$ cat config.mk
export PLATFORM = sky130hd
export DESIGN_NAME = spi_reg_initiator
export DESIGN_NICKNAME = d
export VERILOG_FILES = /design/src/rtl/spi_reg_initiator.sv
export SDC_FILE = /design/constraint.sdc
export NUM_CORES = 1
export LEC_CHECK = 0
export BUFFER_PORTS_ARGS = -buffer_cell sky130_fd_sc_hd__buf_2
export CAP_MARGIN = 20
export CORE_ASPECT_RATIO = 1.1
export CORE_MARGIN = 10
export CORE_UTILIZATION = 51
export DETAILED_ROUTE_END_ITERATION = 8
export PLACE_DENSITY = 0.82
export SETUP_SLACK_MARGIN = 0.15
export SYNTH_ARGS = -nofsm -noshare
export SYNTH_HDL_FRONTEND = slang
export SYNTH_SLANG_ARGS = --single-unit
$ cat constraint.sdc
create_clock -name clk -period 3.98 [get_ports clk]
set_input_delay 0.199 -clock clk [delete_from_list [all_inputs] [get_ports clk]]
set_output_delay 0.199 -clock clk [all_outputs]
set_load 0.01 [all_outputs]
$ cat src/rtl/spi_reg_initiator.sv
// Byte-level SPI command sequencer driving the register-file bus (read/write/addr/data).
// Define SPI_REG_AUTO_INC_EN to enable burst access with address auto-increment.
module spi_reg_initiator #(
  parameter int ADDR_W = 6
) (
  input  logic              clk,
  input  logic              rst,
  input  logic              cs_n,
  input  logic [7:0]        rx_byte,
  input  logic              rx_valid,
  output logic [7:0]        tx_byte,
  output logic              tx_load,
  output logic              read,
  output logic              write,
  output logic [ADDR_W-1:0] addr,
  output logic [7:0]        data_write,
  input  logic [7:0]        data_read,
  output logic              cmd_err
);

  // One-hot encoding so that read is a single flop bit with no decode glitches.
  typedef enum logic [4:0] {
    IDLE   = 5'b00001,
    WDATA  = 5'b00010,
    RD     = 5'b00100,
    RDUMMY = 5'b01000,
    DRAIN  = 5'b10000
  } state_t;

  localparam int RD_BIT = 2;

  // Command bits between the address field and the R/W bit must be zero.
  localparam logic [6:0] HI_MASK = 7'(~((8'd1 << ADDR_W) - 8'd1));

  state_t              state_q, state_d;
  logic [ADDR_W-1:0]   addr_q, addr_d;
  logic [7:0]          data_write_q, data_write_d;
  logic [7:0]          tx_byte_q, tx_byte_d;
  logic                write_q, write_d;
  logic                tx_load_q, tx_load_d;
  logic                cmd_err_q, cmd_err_d;
  logic                cmd_illegal;

  assign cmd_illegal = |(rx_byte[6:0] & HI_MASK);

  always_comb begin
    state_d      = state_q;
    addr_d       = addr_q;
    data_write_d = data_write_q;
    tx_byte_d    = tx_byte_q;
    write_d      = 1'b0;
    tx_load_d    = 1'b0;
    cmd_err_d    = 1'b0;

`ifdef SPI_REG_AUTO_INC_EN
    if (write_q) begin
      addr_d = addr_q + ADDR_W'(1);
    end
`endif

    if (cs_n) begin
      state_d = IDLE;
    end else begin
      case (state_q)
        IDLE: begin
          if (rx_valid) begin
            if (cmd_illegal) begin
              cmd_err_d = 1'b1;
              state_d   = DRAIN;
            end else begin
              addr_d  = rx_byte[ADDR_W-1:0];
              state_d = rx_byte[7] ? WDATA : RD;
            end
          end
        end
        WDATA: begin
          if (rx_valid) begin
            data_write_d = rx_byte;
            write_d      = 1'b1;
`ifdef SPI_REG_AUTO_INC_EN
            state_d      = WDATA;
`else
            state_d      = IDLE;
`endif
          end
        end
        RD: begin
          tx_byte_d = data_read;
          tx_load_d = 1'b1;
          state_d   = RDUMMY;
        end
        RDUMMY: begin
          if (rx_valid) begin
`ifdef SPI_REG_AUTO_INC_EN
            addr_d  = addr_q + ADDR_W'(1);
            state_d = RD;
`else
            state_d = IDLE;
`endif
          end
        end
        DRAIN: begin
          state_d = DRAIN;
        end
        default: begin
          state_d = IDLE;
        end
      endcase
    end
  end

  always_ff @(posedge clk) begin
    if (rst) begin
      state_q      <= IDLE;
      addr_q       <= '0;
      data_write_q <= 8'h00;
      tx_byte_q    <= 8'h00;
      write_q      <= 1'b0;
      tx_load_q    <= 1'b0;
      cmd_err_q    <= 1'b0;
    end else begin
      state_q      <= state_d;
      addr_q       <= addr_d;
      data_write_q <= data_write_d;
      tx_byte_q    <= tx_byte_d;
      write_q      <= write_d;
      tx_load_q    <= tx_load_d;
      cmd_err_q    <= cmd_err_d;
    end
  end

  assign read       = state_q[RD_BIT];
  assign write      = write_q;
  assign addr       = addr_q;
  assign data_write = data_write_q;
  assign tx_byte    = tx_byte_q;
  assign tx_load    = tx_load_q;
  assign cmd_err    = cmd_err_q;

endmodule

After elaboration in Yosys (flattened, before gate mapping)
Index checks and enable logic that the tools add are counted.
Storage, ports and cells
  register bits: 30
  input bits: 20
  output and inout bits: 26
Cells by class
  eq/ne operators: 7
  muxes and demuxes: 8
  bitwise logic cells: 5
  reductions and logical operators: 8
Operators by type and width (count)
  case mux 5 bit (4 select lines): 1
  two-way mux 5 bit: 3
  equality test 5 x 1 -> 1 bit (second input constant): 1
  equality test 5 x 2 -> 1 bit (second input constant): 1
  equality test 5 x 3 -> 1 bit (second input constant): 1
  equality test 5 x 4 -> 1 bit (second input constant): 1
  equality test 5 bit (second input constant): 1
  inverter 1 bit: 5
  AND reduction 2 bit: 2
  AND reduction 4 bit: 1
  OR reduction 2 bit: 2
  OR reduction 4 bit: 1
  two-way mux 1 bit: 3
  two-way mux 3 bit: 1
  AND reduction 3 bit: 1
  OR reduction 3 bit: 1
  != test 2 x 1 -> 1 bit (second input constant): 1
  != test 2 bit (second input constant): 1

Depth between registers and ports, before layout
Gate-level depths: netlist of run 1.
  word-level depth: 4
  gate-level depth with buffers: 6
  gate-level depth less buffers: 4

Worst setup path before layout of run 1
Ideal clock, no wire load.
  kind: flip-flop to flip-flop
  from: reg state_q[4]
  to: reg addr_q[0], in the netlist addr[0]
  data arrival time: 1676 ps
  required time: 3856 ps
  slack: 2180 ps
  cell stages (with the launch flop): 7
  path buffers: 2
  period minus slack after synthesis: 1800 ps
  path through: dfxtp_1 -> buf_6 -> or4b_4 -> or4_4 -> buf_6 -> mux2i_1 -> nor2_1
Between the ends
  word-level cells in the longest chain between the ends: 2
Ends and longest elaborated chain
  start, declared: line 35  | state_t state_q, state_d;
  start signal, assigned: line 122  | state_q <= state_d;
  equality test 5 x 1 -> 1 bit: line 64  | case (state_q)
  AND reduction 4 bit (no line)
  end signal, assigned: line 123  | addr_q <= addr_d;
  end, declared: line 36  | logic [ADDR_W-1:0] addr_q, addr_d;
Every way passes these cells.
A chain may end at the register's enable or synchronous reset.

Final worst setup path of run 1
  from: reg state_q[0]
  to: reg addr_q[5], in the netlist addr[5]
The elaborated chain is that of the path after synthesis.

==> impl_results.md, run 1 <==
* Max-slew headroom at between 50% and 60%
* Final #Nets at 189
* IO Count at 46
* CTS tree: yes
* Hold Slack at slightly above 80 ps
* Number of flops mapped to enable cells by yosys at 0
* CP Depth at 4
* Fmax at about 0.52 GHz
* Worst setup SP type: flop
* Hold Path Depth at 2
* First-pass GRT wire length at 4.857 mm
* Mean Syn Cell Area at between 9 and 10 um^2
* Post-route DRC at 0
* Endpoints failing hold at 0
* Initial antenna violation count at 0
* Clk sink count at 30
* Critical Path Slowest Stage Cell: dfxtp_1
* GRT overflow at 0
* Post-Route Skew at 7.875 ps
* Vias in the first global route at approximately 1100
* Core Rows at 18
* Core area at approximately 0.0023 mm^2
* Largest net degree at the start of global routing at 27
* Final WL at 2.966 mm
* Sequential element share of the synthesized area at 48.24%
* Htree depth at 2
* Slew Limit Fails at 0
* CP max stage delay at 530 ps
* Die ar. at between 0.004 and 0.005 mm^2
* WP buf/inv at 0
* Cells along the critical path: or4b_4 > or4_4 > mux2i_1 > nor2_1
* Vias/cell at 5.295
* Hold Startpoint: rx_byte[7]
* Top delay family on crit path: simple AND/OR/NAND/NOR gates
* Power Dens Cells at 390.1 mW/mm^2
* # resized after CTS at 0
* Arrival @ worst endpoint at 2130 ps
* Endpoint, Worst Hold: state_q[2]
* Post-synthesis xor/xnor area fraction at 0.7035%
* Worst slew pin tran at 634.2 ps
* Root buffer cell: clkbuf_4
* Reg2reg start: state_q[0]
* Flops & latches, synth at 30
* Max cap viols at 0
* Share of layout cells above drive strength 1 at about a third
* Total negative setup slack at 0 ps
* TritonCTS Buffers at 5
* Primary FF master, synth: dfxtp_1
* Setup CP Type: flop to flop
* Iter 0 DRT Violations at 56
* RSZ-0062 raised after global routing: false
* Skew-Pair Late Insertion Delay at between 300 and 400 ps
* Filler cells at 191
* Outcome: finished, final reports clean
* Final min period at around 1900 ps
* Mapped Area at between 0.001 and 0.0015 mm^2
* Initial Util at 54.19%
* All-layer global routing usage at 12.75%
* Post-CTS setup buffer count at 0
* Post-Synth Simple-Gate Area at between 20 and 25%
* R2r worst-path depth at 4
* HP Class: primary input to flop
* Final ANT Viol Nets at 0
* Hold-fix buffers at CTS at 0
* Layout area overhead at 21.51%
* Vias at between 1000 and 1500
* Synth async-reset ratio at 0%
* Tcrit/Tclk final at between 40% and 50%
* Max VDD drop at between 0.3 and 0.4 mV
* Reg2reg end: addr[5]
* Worst Setup End Kind: flop
* Synth Instances at around 130
* Synth Net Count at approximately 150
* HPWL after DPL at ~2.3 mm
* CTS clk-pin slew, worst paths at roughly 100 ps
* Pleak at 0.8326 nW
* DP Area at roughly 0.0014 mm^2
* RD Place Congestion at between 0.9 and 1
* Die width at about 67 um
* Worst R2R Setup Slack at around 2100 ps
* Adder-cell share of the synthesized area at 0%
* Max FO, Critical Path at 12
* Compound-Gate Fraction of Synth Area at under 10%
* WL per Instance at approximately 15 um
* Final instance area at ~0.0015 mm^2
* N_diodes at 0
* Initial DRT Pass Iterations at 4
* Yosys warns at 0
* Deepest clock path buffer count at 2
* Setup Viol. Count Final at 0
* Die height at roughly 72 um
* Main combinational cell family by area after synthesis: simple AND/OR/NAND/NOR gates
* Post-synthesis mux area share at ~18%
* PortBufs at 45
* Netlist cell types at 31
* Final design utilization at about two thirds
* Worst path required time at between 4000 and 5000 ps
==> routing by layer <==
| metal | vias to the layer above | track usage (%) | wire (um) |
|---|---|---|---|
| met4 | 0 | 5.251 | 24 |
| li1 | 524 | - | - |
| met5 | - | 0 | 0 |
| met1 | 482 | 14.01 | 1181 |
| met3 | 7 | 6.843 | 305 |
| met2 | 46 | 19.94 | 1455 |
==> Yosys cell counts (2+ instances only) <==
cell	count	area (um^2)
a21oi_1	2	10.01
buf_6	3	33.78
clkbuf_1	6	22.52
dfxtp_1	30	600.6
mux2i_1	23	230.2
nand2_1	2	7.510
nand3_1	2	10.01
nor2_1	28	105.1
nor3_1	3	15.01
nor4_1	4	25.02
nor4b_1	2	17.52
o21ai_0	3	15.01
or2_2	2	12.51
==> worst max path at each step <==
stage	from	end	slack, ps
after floorplan	state_q[4]	addr[0]	2180
after global placement	state_q[0]	addr[2]	2170
after detailed placement	state_q[0]	addr[5]	2080
after CTS	state_q[0]	addr[5]	2070
after global routing	state_q[0]	addr[3]	1940
final	state_q[0]	addr[5]	2060
==> stage by stage <==
stage                      power, W  setup slack, ps  instances
after floorplan           0.0003447             2180        128
after global placement    0.0003584             2169        192
after detailed placement  0.0003607             2077        192
after CTS                 0.0005911             2066        200
after global routing      0.0006162             1941        200
final                     0.0005901             2056        200
==> power breakdown <==
group / total (W) / internal, W / switching (W)
Clock: 0.000236 / 0.000133 / 0.000103
Sequential: 0.000310 / 0.000304 / 0.00000553
Combinational: 0.0000443 / 0.0000217 / 0.0000226
==> layout make-up <==
class                      instances  area, um^2  area share, %
sequential                        30       600.6          39.70
inverter                           1       3.754         0.2481
clock inverter                     1       30.03          1.985
timing repair buffer              45       225.2          14.89
multi-input combinational         86       570.5          37.72
clock buffer                       7       45.04          2.978
tap                               30       37.54          2.481
==> worst register-to-register path, delay by kind of cell, from the launching register on <==
| kind | cells | cell delay, ps |
|---|---|---|
| DFF | 1 | 530 |
| and+or+nand+nor | 3 | 1080 |
| muxes | 1 | 190 |
==> flip-flops by register name, indices dropped and copies added, names as in the netlist <==
register / flops
data_write: 8
tx_byte: 8
addr: 6
state_q: 5
cmd_err: 1
tx_load: 1
write: 1
==> cell families (layout without fill, tap and decap cells) <==
logic type / after synthesis / after routing
AND/OR/NAND/NOR: 52 / 52
flip-flops: 30 / 30
multiplexers: 23 / 23
buffers and inverters: 12 / 54
AO/OA/AOI/OAI: 10 / 10
XOR/XNOR: 1 / 1
==> cell usage in the layout (no fill, tap or decap), drive strengths merged, types with 3 or more instances in the layout <==
master / n
buf: 45
clkbuf: 7
dfxtp: 30
mux2i: 23
nor2: 28
nor3: 3
nor4: 4
o21ai: 3
Power figures use the tool's default switching activity.
==> run 2: changes to the inputs <==
CORE_UTILIZATION = 43   (was 51)
PLACE_DENSITY = 0.74   (was 0.82)
clock period = 1.66 ns   (was 3.98 ns; I/O delays follow)
==> run 2 against run 1 <==
Compared with the run above:
- largest power group unchanged
- worst setup slack worse by 2100 ps
- largest cell class is now multi-input gates
- non-clock buffer count increased by 21
- the run now ends with hold timing, setup timing left
- critical endpoint is now addr[2]
- hold slack worse by 84 ps
- clock skew grew 1.8 ps
==> impl_results.md, run 2 (synthesis results as in run 1) <==
* Endpoints failing hold at 1
* CTS tree: yes
* Power Dens Cells at roughly 770 mW/mm^2
* Failing checks: hold timing, setup timing
* PortBufs at 45
* Post-Route Skew at ~9.7 ps
* First-pass GRT wire length at 5.602 mm
* Max FO, Critical Path at 6
* Filler cells at ~240
* Initial DRT Pass Iterations at 4
* Power Internal at 0.001024 W
* All-layer global routing usage at 12.17%
* Comb pwr share at 12.6%
* Tcrit/Tclk final at 103.1%
* Max VDD drop at just over 0.6 mV
* Post-route DRC at 0
* Final instance area at about 0.0018 mm^2
* Hold Startpoint: data_read[6]
* Hold Path Depth at 3
* Max-slew headroom at a little over two thirds
* RSZ-0062 raised after global routing: true
* TritonCTS Buffers at 5
* Vias/cell at just over 5
* Setup Viol. Count Final at 7
* Layout area overhead at 40.60%
* Hold Slack at -3.518 ps
* Endpoint, Worst Hold: tx_byte[6]
* Core Rows at 20
* Deepest clock path buffer count at 2
* Worst R2R Setup Slack at -50 ps
* Die ar. at 0.005450 mm^2
* Max cap viols at 0
* Clock network power share at between 30 and 40%
* Final WL at between 3 and 4 mm
* Worst path required time at 1860 ps
* Worst setup SP type: flop
* Skew-Pair Late Insertion Delay at 320 ps
* Clk sink count at 30
* Root buffer cell: clkbuf_4
* Final #Nets at 210
* NetSw at ~0.00032 W
* Vias in the first global route at 1234
* Worst slew pin tran at approximately 450 ps
* Die width at 71.31 um
* Total negative setup slack at -260.9 ps
* GRT overflow at 0
* Die height at between 70 and 80 um
* Initial antenna violation count at 0
* Worst Setup End Kind: flop
* Commonest non-fill, non-tap cells in the layout: 45 x buf_2, 28 x dfxtp_1, 27 x nor2_1
* Sequential group share of total power at roughly 55%
* Iter 0 DRT Violations at 30
* Final ANT Viol Nets at 0
* Final min period at about 1700 ps
* DP Area at around 0.0015 mm^2
* HP Class: primary input to flop
* Htree depth at 2
* Pleak at between 0.9 and 1 nW
* Crit path setup slack, layout at -51.62 ps
* Setup CP Type: flop to flop
* Share of layout cells above drive strength 1 at a little over two fifths
* Vias at around 1200
* R2r worst-path depth at 4
* Fmax at 0.5842 GHz
* CTS clk-pin slew, worst paths at ~90 ps
* N_diodes at 0
* Arrival @ worst endpoint at 1910 ps
* Initial Util at between 40% and 50%
* HPWL after DPL at 2.370 mm
* WL per Instance at between 15 and 20 um
* Largest net degree at the start of global routing at 27
* Reg2reg end: addr[2]
* RD Place Congestion at ~0.86
* Core area at around 0.0028 mm^2
* Slew Limit Fails at 0
* Most common cell after layout, fill and taps aside: buf_2
* Sw frac at between 20% and 30%
* Reg2reg start: state_q[4]
* IO Count at 46
* Outcome: complete, but fails checks
-- run 2: changes by cell type in the layout (fill, tap and decap cells not counted), moves of 2 or more --
cell / change
buf_4: +10
buf_6: +2
dfxtp_1: -2
dfxtp_2: +2
dlygate4sd3_1: +9
nor3_1: -2
nor4_1: -3
nor4_2: +3
-- run 2: metal layers --
metal	wire length, um	part of all wire [%]	vias to the layer above	track usage (%)
met5	0	0	-	0
met4	23	0.68	0	4.070
met3	314	9.2	5	7.161
met2	1735	51	35	19.96
met1	1321	39	553	12.46
li1	-	-	564	-
-- run 2: critical path, stage by stage (launching register included) --
cell and delay [ps]:
dfxtp_2 330, or4b_4 530, or4_4 500, mux2i_1 190, nor2_1 50
-- run 2: through the flow --
step	cells	utilization (%)	power (W)	setup slack, ps
after CTS	222	60.72	0.001346	-56.47
after global routing	224	63.02	0.001416	-131.1
after detailed placement	203	54.05	0.0008750	-48.54
after floorplan	128	-	0.0008266	-140.2
final	224	63.02	0.001348	-51.62
after global placement	203	54.05	0.0008719	-2.210
-- run 2: power by group through the flow --
stage	logic, W	clock network [W]	registers [W]
6_report	0.000169	0.000444	0.000734
5_1_grt	0.000185	0.000495	0.000736
4_1_cts	0.000156	0.000456	0.000734
3_5_place_dp	0.000124	0	0.000751
3_3_place_gp	0.000122	0	0.000750
2_1_floorplan	0.0000732	0	0.000753
-- run 2: how the worst max path moves through the flow --
stage,startpoint,end,cells past startpoint
6_report,state_q[4],addr[2],4
3_5_place_dp,state_q[4],addr[5],4
5_1_grt,state_q[1],addr[3],4
2_1_floorplan,state_q[4],addr[0],6
3_3_place_gp,state_q[4],addr[2],4
4_1_cts,state_q[4],addr[2],4
-- run 2: layout make-up --
class	count	area [um^2]	area share, %
inverters	1	3.754	0.2144
clock inverters	1	5.005	0.2859
well taps	33	41.29	2.359
repair buffers	66	412.9	23.59
clock buffers	7	55.05	3.145
multi-input cells	86	629.4	35.95
flip-flops and latches	30	603.1	34.45
-- run 2: repair_timing --
action                                 CTS  global route
gates cloned                             0             0
endpoints found under the hold margin   10             1
buffers inserted                         3             1
setup endpoints to repair                8            23
gates resized for setup                  6             9
hold buffers                             8             1
pin swaps                                1             2
